## config.mk

```make
export PLATFORM = sky130hd
export DESIGN_NAME = mem_access_unit
export DESIGN_NICKNAME = d
export VERILOG_FILES = /design/src/rtl/mem_access_unit_pkg.sv /design/src/rtl/MEM_WB_Reg.sv /design/src/rtl/mem_access_unit.sv
export SDC_FILE = /design/constraint.sdc
export NUM_CORES = 1
export LEC_CHECK = 0
export CAP_MARGIN = 20
export CORE_ASPECT_RATIO = 1.2
export CORE_MARGIN = 2
export CORE_UTILIZATION = 43
export DETAILED_ROUTE_END_ITERATION = 10
export PLACE_DENSITY = 0.81
export SYNTH_ARGS = -nofsm -noshare
export SYNTH_HDL_FRONTEND = slang
export SYNTH_SLANG_ARGS = --single-unit
```

## constraint.sdc

```tcl
create_clock -name clk -period 2.43 [get_ports clk]
set_clock_uncertainty 0.15 [all_clocks]
set_input_delay 0.243 -clock clk [delete_from_list [all_inputs] [get_ports clk]]
set_output_delay 0.243 -clock clk [all_outputs]
set_load 0.03 [all_outputs]
```

## src/rtl/mem_access_unit_pkg.sv

```systemverilog
// Shared definitions for the memory-access stage.
// Holds the bus FSM encoding and the default bus timeout.
package mem_access_unit_pkg;

   typedef enum logic [1:0] {
      StIdle = 2'd0,
      StBusy = 2'd1,
      StDone = 2'd2
   } state_e;

   localparam int unsigned TimeoutDefault = 16;

endpackage

```

## src/rtl/MEM_WB_Reg.sv

```systemverilog
// MEM/WB pipeline register, clocked on the falling edge like the other pipeline registers.
// A high stall loads a bubble instead of the incoming fields.
module MEM_WB_Reg #(
   parameter int unsigned ADDR_W = 32
) (
   input  logic              clk,
   input  logic              rst_n,
   input  logic              stall,
   input  logic              RegWrite,
   input  logic              MemtoReg,
   input  logic [ADDR_W-1:0] ReadData,
   input  logic [ADDR_W-1:0] ALUResult,
   input  logic [4:0]        RegWriteAdd,
   output logic              RegWrite_Out,
   output logic              MemtoReg_Out,
   output logic [ADDR_W-1:0] ReadData_Out,
   output logic [ADDR_W-1:0] ALUResult_Out,
   output logic [4:0]        RegWriteAdd_Out
);

   always_ff @(negedge clk or negedge rst_n) begin
      if (!rst_n) begin
         RegWrite_Out    <= 1'b0;
         MemtoReg_Out    <= 1'b0;
         ReadData_Out    <= '0;
         ALUResult_Out   <= '0;
         RegWriteAdd_Out <= '0;
      end else if (stall) begin
         RegWrite_Out    <= 1'b0;
         MemtoReg_Out    <= 1'b0;
         ReadData_Out    <= '0;
         ALUResult_Out   <= '0;
         RegWriteAdd_Out <= '0;
      end else begin
         RegWrite_Out    <= RegWrite;
         MemtoReg_Out    <= MemtoReg;
         ReadData_Out    <= ReadData;
         ALUResult_Out   <= ALUResult;
         RegWriteAdd_Out <= RegWriteAdd;
      end
   end

endmodule

```

## src/rtl/mem_access_unit.sv

```systemverilog
// MEM stage: runs one data-bus transfer per load/store with timeout, stalls the front of
// the pipeline while the transfer is outstanding, and feeds the MEM/WB register.
module mem_access_unit
   import mem_access_unit_pkg::*;
#(
   parameter int unsigned TIMEOUT = TimeoutDefault,
   parameter int unsigned ADDR_W  = 32
) (
   input  logic              clk,
   input  logic              rst_n,
   input  logic              MemRead,
   input  logic              MemWrite,
   input  logic              MemtoReg,
   input  logic              RegWrite,
   input  logic [ADDR_W-1:0] address,
   input  logic [ADDR_W-1:0] ALUResult,
   input  logic [ADDR_W-1:0] WriteData,
   input  logic [4:0]        RegWriteAdd,
   output logic              dbus_req,
   output logic              dbus_we,
   output logic [ADDR_W-1:0] dbus_addr,
   output logic [ADDR_W-1:0] dbus_wdata,
   input  logic              dbus_ack,
   input  logic [ADDR_W-1:0] dbus_rdata,
   output logic              stall,
   output logic              RegWrite_Out,
   output logic              MemtoReg_Out,
   output logic [ADDR_W-1:0] ReadData_Out,
   output logic [ADDR_W-1:0] ALUResult_Out,
   output logic [4:0]        RegWriteAdd_Out,
   output logic              misalign_exc,
   output logic              bus_err
);

   localparam int unsigned CntW = (TIMEOUT > 1) ? $clog2(TIMEOUT) : 1;

   state_e            state_q, state_d;
   logic [CntW-1:0]   cnt_q, cnt_d;
   logic [ADDR_W-1:0] addr_q, addr_d;
   logic [ADDR_W-1:0] wdata_q, wdata_d;
   logic [ADDR_W-1:0] rdata_q, rdata_d;
   logic              we_q, we_d;
   logic              bus_err_q, bus_err_d;
   logic              misalign_q, misalign_d;

   logic              access, aligned, start, misaligned, timeout;
   logic [ADDR_W-1:0] wb_rdata;

   assign access     = MemRead | MemWrite;
   assign aligned    = (address[1:0] == 2'b00);
   assign start      = (state_q == StIdle) & access & aligned;
   assign misaligned = (state_q == StIdle) & access & ~aligned;
   assign timeout    = (cnt_q == CntW'(TIMEOUT - 1));

   always_ff @(negedge clk or negedge rst_n) begin
      if (!rst_n) begin
         state_q <= StIdle;
      end else begin
         state_q <= state_d;
      end
   end

   always_comb begin
      state_d = state_q;
      unique case (state_q)
         StIdle:  if (start) state_d = StBusy;
         StBusy:  if (dbus_ack || timeout) state_d = StDone;
         StDone:  state_d = StIdle;
         default: state_d = StIdle;
      endcase
   end

   // Transfer datapath: latch the request on entry, capture the response on exit.
   always_comb begin
      cnt_d      = cnt_q;
      addr_d     = addr_q;
      wdata_d    = wdata_q;
      we_d       = we_q;
      rdata_d    = rdata_q;
      bus_err_d  = 1'b0;
      misalign_d = misaligned;
      unique case (state_q)
         StIdle: begin
            if (start) begin
               cnt_d   = '0;
               addr_d  = address;
               wdata_d = WriteData;
               we_d    = MemWrite;
            end
         end
         StBusy: begin
            // Ack beats a simultaneous timeout.
            if (dbus_ack) begin
               rdata_d = we_q ? '0 : dbus_rdata;
            end else if (timeout) begin
               rdata_d   = '0;
               bus_err_d = 1'b1;
            end else begin
               cnt_d = cnt_q + CntW'(1);
            end
         end
         default: ;
      endcase
   end

   always_ff @(negedge clk or negedge rst_n) begin
      if (!rst_n) begin
         cnt_q      <= '0;
         addr_q     <= '0;
         wdata_q    <= '0;
         we_q       <= 1'b0;
         rdata_q    <= '0;
         bus_err_q  <= 1'b0;
         misalign_q <= 1'b0;
      end else begin
         cnt_q      <= cnt_d;
         addr_q     <= addr_d;
         wdata_q    <= wdata_d;
         we_q       <= we_d;
         rdata_q    <= rdata_d;
         bus_err_q  <= bus_err_d;
         misalign_q <= misalign_d;
      end
   end

   // Reset gates stall directly so it drops without waiting for a clock edge.
   always_comb begin
      dbus_req     = (state_q == StBusy);
      stall        = rst_n & (start | (state_q == StBusy));
      dbus_we      = we_q;
      dbus_addr    = addr_q;
      dbus_wdata   = wdata_q;
      bus_err      = bus_err_q;
      misalign_exc = misalign_q;
      wb_rdata     = (state_q == StDone) ? rdata_q : '0;
   end

   MEM_WB_Reg #(
      .ADDR_W (ADDR_W)
   ) u_mem_wb (
      .clk             (clk),
      .rst_n           (rst_n),
      .stall           (stall),
      .RegWrite        (RegWrite & ~misaligned),
      .MemtoReg        (MemtoReg),
      .ReadData        (wb_rdata),
      .ALUResult       (ALUResult),
      .RegWriteAdd     (RegWriteAdd),
      .RegWrite_Out    (RegWrite_Out),
      .MemtoReg_Out    (MemtoReg_Out),
      .ReadData_Out    (ReadData_Out),
      .ALUResult_Out   (ALUResult_Out),
      .RegWriteAdd_Out (RegWriteAdd_Out)
   );

endmodule

```

== Word level (Yosys, flattened, before mapping) ==
Cells that the tools add are included.
Cells by class
  add/sub/neg operators: 1
  equality and inequality tests: 7
  mux-type cells: 19
  bitwise logic cells: 9
  reductions and logical operators: 9
Operators by type and width (count)
  $mux 32: 6
  $mux 4: 3
  $pmux 4 s2: 1
  $ne 2x2->1 const B: 3
  $reduce_and 2->1: 3
  $and 1x1->1: 5
  $mux 1: 5
  $mux 5: 1
  $add 4x1->4 const B: 1
  $eq 4x4->1 const B: 1
  $logic_not 2->1: 2
  $mux 2: 2
  $pmux 2 s2: 1
  $reduce_and 4->1: 1
  $reduce_bool 2->1: 2
  $eq 2x1->1 const B: 1
  $eq 2x2->1 const B: 1
  $ne 2x1->1 const B: 1
  $not 1->1: 2
  $or 1x1->1: 2
  $logic_or 1x1->1: 1
Word-level totals
  bits in registers: 176
  output and inout port bits: 140
  word-level logic and storage cells: 58

== Depth between registers and ports, before layout ==
  depth after elaboration: 6
  depth in mapped cells: 6

== Cells and area by module ==
A second synthesis with hierarchy kept.
Second synthesis, totals
  cells, all modules: 434
  area, all modules: 6782.8 um^2
Modules (own cells, without submodules)
  mem_access_unit: instances 1, cells each 285, area each 4526.8 um^2, seq. area each 2627.5 um^2
  MEM_WB_Reg: instances 1, cells each 149, area each 2255.9 um^2, seq. area each 1776.7 um^2

==> impl_metrics.ini <==
[cts]
cts_tree = yes
cts_root_buffer = clkbuf_16
cts_max_level = 4
cts.hold.buffers_added = 0
clk_latency_ps = 390
cts_made_buffers = 17
cts.clk_slew.worst_paths_ps = 50
cts.sinks = 176
cts_buffer_depth = 2

[floorplanning]
start_util_pct = 44.4
core.rowCount = 49
io_pins = 280
die-area_mm2 = 0.0166
die_h_um = 141
fp.dieW_um = 118
coreArea_mm2 = 0.0151

[critical_path]
cp.required_ps = 2040
reg2reg_from = state_q[0]
timing.reg2reg.setup_slack_ps = 90
end_kind = primary output
start_kind = flip-flop
r2r-end = dbus_addr[7]
cp.arrival_ps = 2560
r2r_cells = 7
crit_type = flip-flop to primary output
crit_path_max_fanout = 2

[detailed_routing]
avgViaCountPerCell = 4.91
vias = 5167
drtPass1Iterations = 4
drc = 0
postRouteAntennaNets = 0
wl_met1_um = 7940
drt_iter0_markers = 248
dr.max_layer_used = met5
wl_met2_um = 12600
wl_met3_um = 1830
postRouteWirelength_um = 23100
avgRoutedWirePerCell_um = 22.0

[timing]
slew-limit-headroom_pct = 44.4
finalHoldViolCount = 0
fin_ws_ps = -520
tightestPinTransition_ps = 833
slew_violations = 0
hold_slack_ps = 274
setup_viol = 248
rsz0062_at_grt = yes

[power]
power_density_mw_per_mm2 = 885
switching_share_pct = 32.3
combinationalPowerShare_pct = 35.3
seq_power_share_pct = 38.9
internal_power_uw = 7000
max-vdd-ir-drop_mv = 0.533
power.total_uw = 10300
power_leakage_uw = 0.00553
power.net_switching_uw = 3340
clockPowerShare_pct = 25.8

[layout]
final-instance-count-excl-fill = 1052
post-route-util_pct = 77.5
most-common-layout-cells = dfrtn_1, buf_6, clkdlybuf4s50_1
stdcell_area_mm2 = 0.0117
diodes = 0
area_delta_synth_final_pct = 74.6
nets = 977
layout-drive-gt1-share_pct = 42.7
mostFrequentLayoutCell = dfrtn_1

[job]
cap_viol_max_count = 0

[logic_synthesis]
syn-num-nets = 609
syn_area_mm2 = 0.00669
synth_area_per_cell_um2 = 14.3
async_reset_ff_share_pct = 100
ys_warn_count = 0
synth_top_flop_cell = dfrtn_1
synth-seq-cells = 176
syn_inst = 468
synth-edff-count = 0
yosysSeqAreaShare_pct = 65.8
yosysUniqueCellTypes = 30

[placement]
portBuffers = 279
dp.cells = 948
place_area_mm2 = 0.00959
place_congestion = 0.794
dp_hpwl_um = 12900

[global_routing]
grt_pass1_vias = 5701
grt_overflow = 0
grt_usage_pct = 26.8
antenna_found_initial = 1
grt_pass1_wl_um = 33500
grt_max_degree = 111

[run_status]
run_status = finished with violations
violations = setup timing

[worst_hold_path]
worstHoldEndpoint = u_mem_wb.ReadData_Out[7]
hold_class = flip-flop to flip-flop
worstHoldStart = rdata_q[7]
worstHoldPathCells = 1
==> per-stage QoR <==
step / setup TNS (ps) / worst slack (ps)
after CTS: -44470 / -524
final: -49540 / -520
after detailed placement: -105300 / -932
after global placement: -102070 / -911
after global routing: -54850 / -554
after floorplan: -33440 / -511
==> registers in the layout, indices dropped and copies added (netlist names) <==
signal,flops
bus_err,1
cnt_q,4
dbus_addr,32
dbus_wdata,32
dbus_we,1
misalign_exc,1
rdata_q,32
state_q,2
u_mem_wb.ALUResult_Out,32
u_mem_wb.MemtoReg_Out,1
u_mem_wb.ReadData_Out,32
u_mem_wb.RegWriteAdd_Out,5
u_mem_wb.RegWrite_Out,1
==> critical path, cell delays in order (launching register included) <==
cell,delay [ps]
dfrtn_1,350
o21bai_4,190
buf_12,130
and2_4,150
buf_6,130
==> layer usage <==
metal	vias to the layer above	global-route usage [%]
li1	2284	-
met5	-	0
met4	2	10.5
met3	52	9.95
met1	2593	28.6
met2	236	48.1
==> power groups by stage <==
stage	logic, µW	clock network [µW]	registers, µW
6_report	3650	2670	4020
2_1_floorplan	808	0	4640
5_1_grt	3800	2840	4080
3_3_place_gp	2690	0	3920
4_1_cts	3390	2680	3970
3_5_place_dp	2780	0	3950
==> Yosys cell counts (3+ instances only) <==
cell / n / area share (%)
dfrtn_1: 176 / 66
a21boi_0: 38 / 4.3
mux2_4: 37 / 8.3
and2_1: 35 / 3.3
inv_1: 34 / 1.9
mux2i_1: 33 / 4.9
nand2_1: 33 / 1.9
mux2_2: 27 / 4.5
clkbuf_1: 15 / 0.84
buf_2: 6 / 0.45
buf_6: 5 / 0.84
nor2b_1: 4 / 0.37
nand3_1: 3 / 0.22
nor2_1: 3 / 0.17
==> cell families (layout without fill, tap and decap cells) <==
| group | Yosys count | in the layout | synth area share, % |
|---|---|---|---|
| flip-flops | 176 | 176 | 65.8 |
| multiplexers | 97 | 97 | 17.8 |
| AO/OA/AOI/OAI | 46 | 46 | 5.16 |
| adder cells (fa/ha/maj) | 1 | 1 | 0.187 |
| buffers and inverters | 60 | 439 | 4.04 |
| AND/OR/NAND/NOR | 88 | 89 | 6.99 |
==> timing repair <==
action / in CTS / in global routing
pin swaps: 11 / 10
buffers inserted: 38 / 23
gates cloned: 9 / 4
resized for setup: 194 / 40
setup endpoints to repair: 281 / 248
==> final cells by class <==
class / count / area (µm²)
Clock buffer: 21 / 470
Clock inverter: 10 / 101
Fill cell: 832 / 3400
Inverter: 34 / 128
Multi-Input combinational cell: 233 / 2190
Sequential cell: 176 / 4400
Tap cell: 204 / 255
Timing Repair Buffer: 374 / 4140
==> how the worst max path moves through the flow <==
| stage | start | end | slack [ps] | cells past startpoint |
|---|---|---|---|---|
| finish | state_q[0] | stall | -520 | 4 |
| global route | state_q[0] | stall | -550 | 4 |
| CTS | state_q[0] | stall | -520 | 4 |
| detailed placement | address[1] | dbus_addr[20] | -930 | 5 |
| global placement | address[1] | dbus_addr[26] | -910 | 5 |
| floorplan | address[1] | dbus_addr[10] | -510 | 5 |
Note: power is estimated with default switching activity, not from simulation.
